<file path="src/rtl/micro_sequencer.sv">
// micro_sequencer: fetch/decode/execute control sequencer for the accumulator CPU.
// Produces a Moore micro-code word from the state register and the opcode
// captured in DEC, stalls memory states until mem_ready, and counts retired
// instructions.
module micro_sequencer #(
  parameter int OPCODE_W = 4,
  parameter int CNT_W    = 16
) (
  input  logic                clk,
  input  logic                rst_n,
  input  logic                start,
  input  logic [OPCODE_W-1:0] ir_opcode,
  input  logic                mem_ready,
  output logic [12:0]         micro_code,
  output logic                busy,
  output logic                halted,
  output logic                illegal_op,
  output logic [CNT_W-1:0]    instr_count
);

  // Micro-operation bits
  localparam logic [12:0] MC_AR_DR_PC = 13'h1000; // AR<-DR, PC++
  localparam logic [12:0] MC_IR_DR    = 13'h0800; // IR<-DR
  localparam logic [12:0] MC_AC_DR    = 13'h0400; // AC<-DR
  localparam logic [12:0] MC_WR_MEM   = 13'h0200; // M[AR]<-DR
  localparam logic [12:0] MC_PC_DR    = 13'h0100; // PC<-DR
  localparam logic [12:0] MC_PC_DR_Z  = 13'h0080; // PC<-DR if Z
  localparam logic [12:0] MC_RD_MEM   = 13'h0040; // DR<-M[AR]
  localparam logic [12:0] MC_AR_PC    = 13'h0020; // AR<-PC
  localparam logic [12:0] MC_DR_AC    = 13'h0008; // DR<-AC
  localparam logic [12:0] MC_ADD      = 13'h0004; // AC<-AC+DR
  localparam logic [12:0] MC_SUB      = 13'h0002; // AC<-AC-DR

  // Opcodes; anything above OP_HALT is undefined and behaves as NOP
  localparam logic [OPCODE_W-1:0] OP_NOP   = OPCODE_W'(0);
  localparam logic [OPCODE_W-1:0] OP_LOAD  = OPCODE_W'(1);
  localparam logic [OPCODE_W-1:0] OP_STORE = OPCODE_W'(2);
  localparam logic [OPCODE_W-1:0] OP_ADD   = OPCODE_W'(3);
  localparam logic [OPCODE_W-1:0] OP_SUB   = OPCODE_W'(4);
  localparam logic [OPCODE_W-1:0] OP_JUMP  = OPCODE_W'(5);
  localparam logic [OPCODE_W-1:0] OP_JZ    = OPCODE_W'(6);
  localparam logic [OPCODE_W-1:0] OP_HALT  = OPCODE_W'(7);

  typedef enum logic [2:0] {
    S_IDLE = 3'd0,
    S_F0   = 3'd1,
    S_F1   = 3'd2,
    S_F2   = 3'd3,
    S_DEC  = 3'd4,
    S_E0   = 3'd5,
    S_E1   = 3'd6,
    S_HALT = 3'd7
  } state_t;

  state_t              state_q, state_d;
  logic [OPCODE_W-1:0] opcode_q, opcode_d;
  logic [CNT_W-1:0]    count_q, count_d;
  logic                retire;

  // State, latched opcode and retired counter registers
  always_ff @(posedge clk or negedge rst_n) begin
    if (!rst_n) begin
      state_q  <= S_IDLE;
      opcode_q <= '0;
      count_q  <= '0;
    end else begin
      state_q  <= state_d;
      opcode_q <= opcode_d;
      count_q  <= count_d;
    end
  end

  // Next-state, retire strobe and Moore micro-code decode
  always_comb begin
    state_d    = state_q;
    opcode_d   = opcode_q;
    retire     = 1'b0;
    micro_code = '0;
    illegal_op = 1'b0;

    case (state_q)
      S_IDLE: begin
        if (start) state_d = S_F0;
      end

      S_F0: begin
        micro_code = MC_AR_PC;
        state_d    = S_F1;
      end

      S_F1: begin
        micro_code = MC_RD_MEM;
        if (mem_ready) state_d = S_F2;
      end

      S_F2: begin
        micro_code = MC_IR_DR | MC_AR_DR_PC;
        state_d    = S_DEC;
      end

      S_DEC: begin
        // IR is valid here; capture the opcode so E0/E1 ignore later changes
        opcode_d = ir_opcode;
        if (ir_opcode > OP_HALT) begin
          illegal_op = 1'b1;
          retire     = 1'b1;
          state_d    = S_F0;
        end else if (ir_opcode == OP_NOP) begin
          retire  = 1'b1;
          state_d = S_F0;
        end else if (ir_opcode == OP_HALT) begin
          retire  = 1'b1;
          state_d = S_HALT;
        end else begin
          state_d = S_E0;
        end
      end

      S_E0: begin
        case (opcode_q)
          OP_LOAD, OP_ADD, OP_SUB: begin
            micro_code = MC_RD_MEM;
            if (mem_ready) state_d = S_E1;
          end
          OP_STORE: begin
            micro_code = MC_DR_AC;
            state_d    = S_E1;
          end
          OP_JUMP: begin
            micro_code = MC_PC_DR;
            retire     = 1'b1;
            state_d    = S_F0;
          end
          OP_JZ: begin
            micro_code = MC_PC_DR_Z;
            retire     = 1'b1;
            state_d    = S_F0;
          end
          default: begin
            // Not reachable from DEC; recover to fetch
            retire  = 1'b1;
            state_d = S_F0;
          end
        endcase
      end

      S_E1: begin
        retire  = 1'b1;
        state_d = S_F0;
        case (opcode_q)
          OP_LOAD: micro_code = MC_AC_DR;
          OP_ADD:  micro_code = MC_ADD;
          OP_SUB:  micro_code = MC_SUB;
          OP_STORE: begin
            micro_code = MC_WR_MEM;
            if (!mem_ready) begin
              retire  = 1'b0;
              state_d = S_E1;
            end
          end
          default: micro_code = '0;
        endcase
      end

      S_HALT: begin
        if (start) state_d = S_F0;
      end

      default: state_d = S_IDLE;
    endcase

    count_d = count_q + CNT_W'(retire);
  end

  assign busy        = (state_q != S_IDLE) && (state_q != S_HALT);
  assign halted      = (state_q == S_HALT);
  assign instr_count = count_q;

endmodule

</file>
<file path="config.mk">
export PLATFORM = sky130hd
export DESIGN_NAME = micro_sequencer
export DESIGN_NICKNAME = d
export VERILOG_FILES = /design/src/rtl/micro_sequencer.sv
export SDC_FILE = /design/constraint.sdc
export NUM_CORES = 1
export LEC_CHECK = 0
export BUFFER_PORTS_ARGS = -buffer_cell sky130_fd_sc_hd__buf_2
export CORE_ASPECT_RATIO = 1.2
export CORE_MARGIN = 2
export CORE_UTILIZATION = 40
export DETAILED_ROUTE_END_ITERATION = 10
export SLEW_MARGIN = 25
export SYNTH_ARGS = -nofsm -noshare
export SYNTH_HDL_FRONTEND = slang
export SYNTH_SLANG_ARGS = --single-unit
</file>
<file path="constraint.sdc">
create_clock -name clk -period 3.45 [get_ports clk]
set_input_delay 0.69 -clock clk [delete_from_list [all_inputs] [get_ports clk]]
set_output_delay 0.69 -clock clk [all_outputs]
set_load 0.005 [all_outputs]
</file>
==> results.yml <==
outcome:
  outcome: "completed"
clock_tree:
  hold_buffers: 0
  ctsResizeCount: 0
  clk_latency_ps: 300
  numCtsBuffers: 3
  tritoncts: "built"
  cts_post_setup_buffers_inserted: 0
  htree_num_levels: 1
  cts_root_buffer: "clkbuf_4"
  clock_sinks: 23
  clkTransAtPathRegs_ps: 120
  clockBufferDepth: 2
floorplan:
  dieArea_um2: 3781
  io_pins: 40
  rows: 22
  die_w_um: 56.47
  start_util_pct: 42.48
  die_y_um: 66.96
  core_area_um2: 3110
synthesis:
  synth-main-ff-cell: "dfrtp_1"
  syn_area_um2: 1321
  ys_ff_latch: 23
  synth-edff-count: 0
  synthArstFlopShare_pct: 100.0
  yosys_warnings: 0
  syn_avg_cell_area_um2: 9.715
  syn_inst: 136
  seq_area_frac_synth_pct: 43.56
  synth_cell_types: 41
pwr:
  comb_power_share_pct: 38.6
  powerDensity_nw_per_um2: 640.2
  power_frac_seq_pct: 49.1
  swShare_pct: 39.50
  leakage_nw: 0.7682
  clkPwrFrac_pct: 12.3
  p_switching_uw: 385.7
  internal_power_uw: 590.8
  ir_drop_uv: 304.1
place:
  io_buffers: 37
  gp_congestion: 0.7880
  place_hpwl_mm: 2.131
  place_ws_ps: 864.8
run:
  cap_violations: 0
timing:
  fin_skew_ps: 1.977
  rsz0062_at_grt: "no"
  tightest_slew_ps: 505.7
  finalHoldViolations: 0
  fin_ws_ps: 846.5
  post-route-period-util_pct: 75.46
  min_period_ps: 2603
  final.setup.tns_ps: 0
  fmax_mhz: 384.1
  max_slew_margin_pct: 66.03
  setup_viol: 0
  maxSlewViolCount: 0
critical_path:
  cp_slowest_cell: "dfrtp_1"
  startpoint_type: "flip-flop"
  critPathMaxFanout: 14
  cp.arrival_ps: 1910
  crit_type: "reg2out"
  worstPathRequired_ps: 2760
  worstPathCellList: "nand2_1 -> or2_1 -> or3_1 -> nor2_1 -> buf_2"
  cpPeakStageDelay_ps: 630
  cp_num_buf_inv: 1
  path_depth: 5
  r2r_cells: 8
  cp-end-kind: "primary output"
  crit_family: "simple AND/OR/NAND/NOR gates"
route:
  postRouteAntennaNets: 0
  drc: 0
  dr_total_vias: 1098
  wirelength_mm: 2.751
  drt_pre_antenna_iters: 4
  via_per_inst: 5.330
  drt_iter0_drc: 32
  routedWlPerCell_um: 13.35
min_path:
  hold_path_class: "in2async"
global_route:
  grt_overflow_total: 0
  grt_max_degree: 24
  grt_first_pass_wirelength_mm: 4.892
  grt_pass1_vias: 1048
  track_usage_pct: 16.15
  antenna_found_initial: 0
final_layout:
  antennaDiodeCount: 0
  drive_gt1_share_pct: 27.65
  area_growth_pct: 15.44
  n_fill_cell: 300
  finalNetCount: 181
-- final timing paths --
check                                start         endpoint  slack, ps
setup / recovery                state_q[2]    micro_code[2]        850
hold / removal                       rst_n  instr_count[12]        340
setup reg to reg                state_q[2]  instr_count[12]        870
hold reg to reg            instr_count[15]  instr_count[15]        480
max in group asynchronous            rst_n   instr_count[4]       2770
min in group clk           instr_count[15]  instr_count[15]        480
-- area by class of cell --
class / instances / area [um^2] / area share, %
Multi-Input combinational cell: 101 / 674.4 / 44.22
Sequential cell: 23 / 575.6 / 37.74
Timing Repair Buffer: 37 / 185.2 / 12.14
Tap cell: 36 / 45.04 / 2.953
Clock buffer: 4 / 26.28 / 1.723
Inverter: 5 / 18.77 / 1.231
-- state kept, by name, summed over array words and instances (netlist names) --
signal,count
opcode_q,4
instr_count,16
state_q,3
-- cells by family (layout without fill, tap and decap cells) --
family                     after synthesis  in the layout  synth area share (%)
other                                    1              2                0.2838
buffers and inverters                   13             46                 5.682
AOI/OAI and AO/OA                       16             16                 10.42
DFF                                     23             23                 43.56
muxes                                    4              4                 3.693
adders and majority gates                2              2                 1.894
and+or+nand+nor                         63             63                 25.19
xor gates and xnor gates                14             14                 9.280
-- layout by cell type (no fill, tap or decap), drive strengths merged, types with 2 or more instances in the layout --
cell type  synthesis  layout
and3               3       3
nand3              9       9
dfrtp             23      23
inv                5       5
o21ai              2       2
or3b               2       2
nor3              11      11
a21o               3       3
nor2              14      14
clkbuf             0       4
buf                8      37
ha                 2       2
mux2               4       4
a211oi             3       3
nand2b             5       5
xor2               4       4
or2                2       2
nand2              8       8
xnor2             10      10
conb               1       2
-- power groups by stage --
stage / logic (mW) / clock network [mW] / registers [mW]
floorplan: 0.341 / 0 / 0.414
global placement: 0.372 / 0 / 0.476
detailed placement: 0.381 / 0 / 0.481
CTS: 0.383 / 0.127 / 0.478
global route: 0.431 / 0.140 / 0.496
finish: 0.377 / 0.120 / 0.479
-- stage by stage --
stage	power (mW)	util [%]	hold slack, ps	cells	instance area [um^2]
after CTS	0.9871	49.03	345.1	206	1525
after global routing	1.067	49.03	360.5	206	1525
after global placement	0.8482	48.19	464.3	202	1499
final	0.9764	49.03	341.0	206	1525
after detailed placement	0.8622	48.19	474.3	202	1499
after floorplan	0.7548	-	394.4	137	1325
-- synthesized netlist by cell type, types with 3 or more instances --
cell type | n | area [um^2]
a21o_1 | 3 | 22.52
and3_1 | 3 | 18.77
buf_2 | 3 | 15.01
buf_4 | 4 | 30.03
dfrtp_1 | 23 | 575.6
inv_1 | 5 | 18.77
mux2_2 | 3 | 33.78
nand2_1 | 8 | 30.03
nand2b_1 | 5 | 31.28
nand3_1 | 9 | 45.04
nor2_1 | 14 | 52.55
nor3_1 | 11 | 55.05
xnor2_1 | 10 | 87.58
xor2_1 | 4 | 35.03
-- layer usage --
layer / global-route usage, % / vias up / share of wire [%]
li1: - / 538 / -
met5: 0 / - / 0
met3: 2.524 / 2 / 5.4
met2: 28.63 / 29 / 52
met1: 19.64 / 529 / 42
met4: 5.952 / 0 / 0.65
No activity file was read; power rests on OpenSTA's default activity.
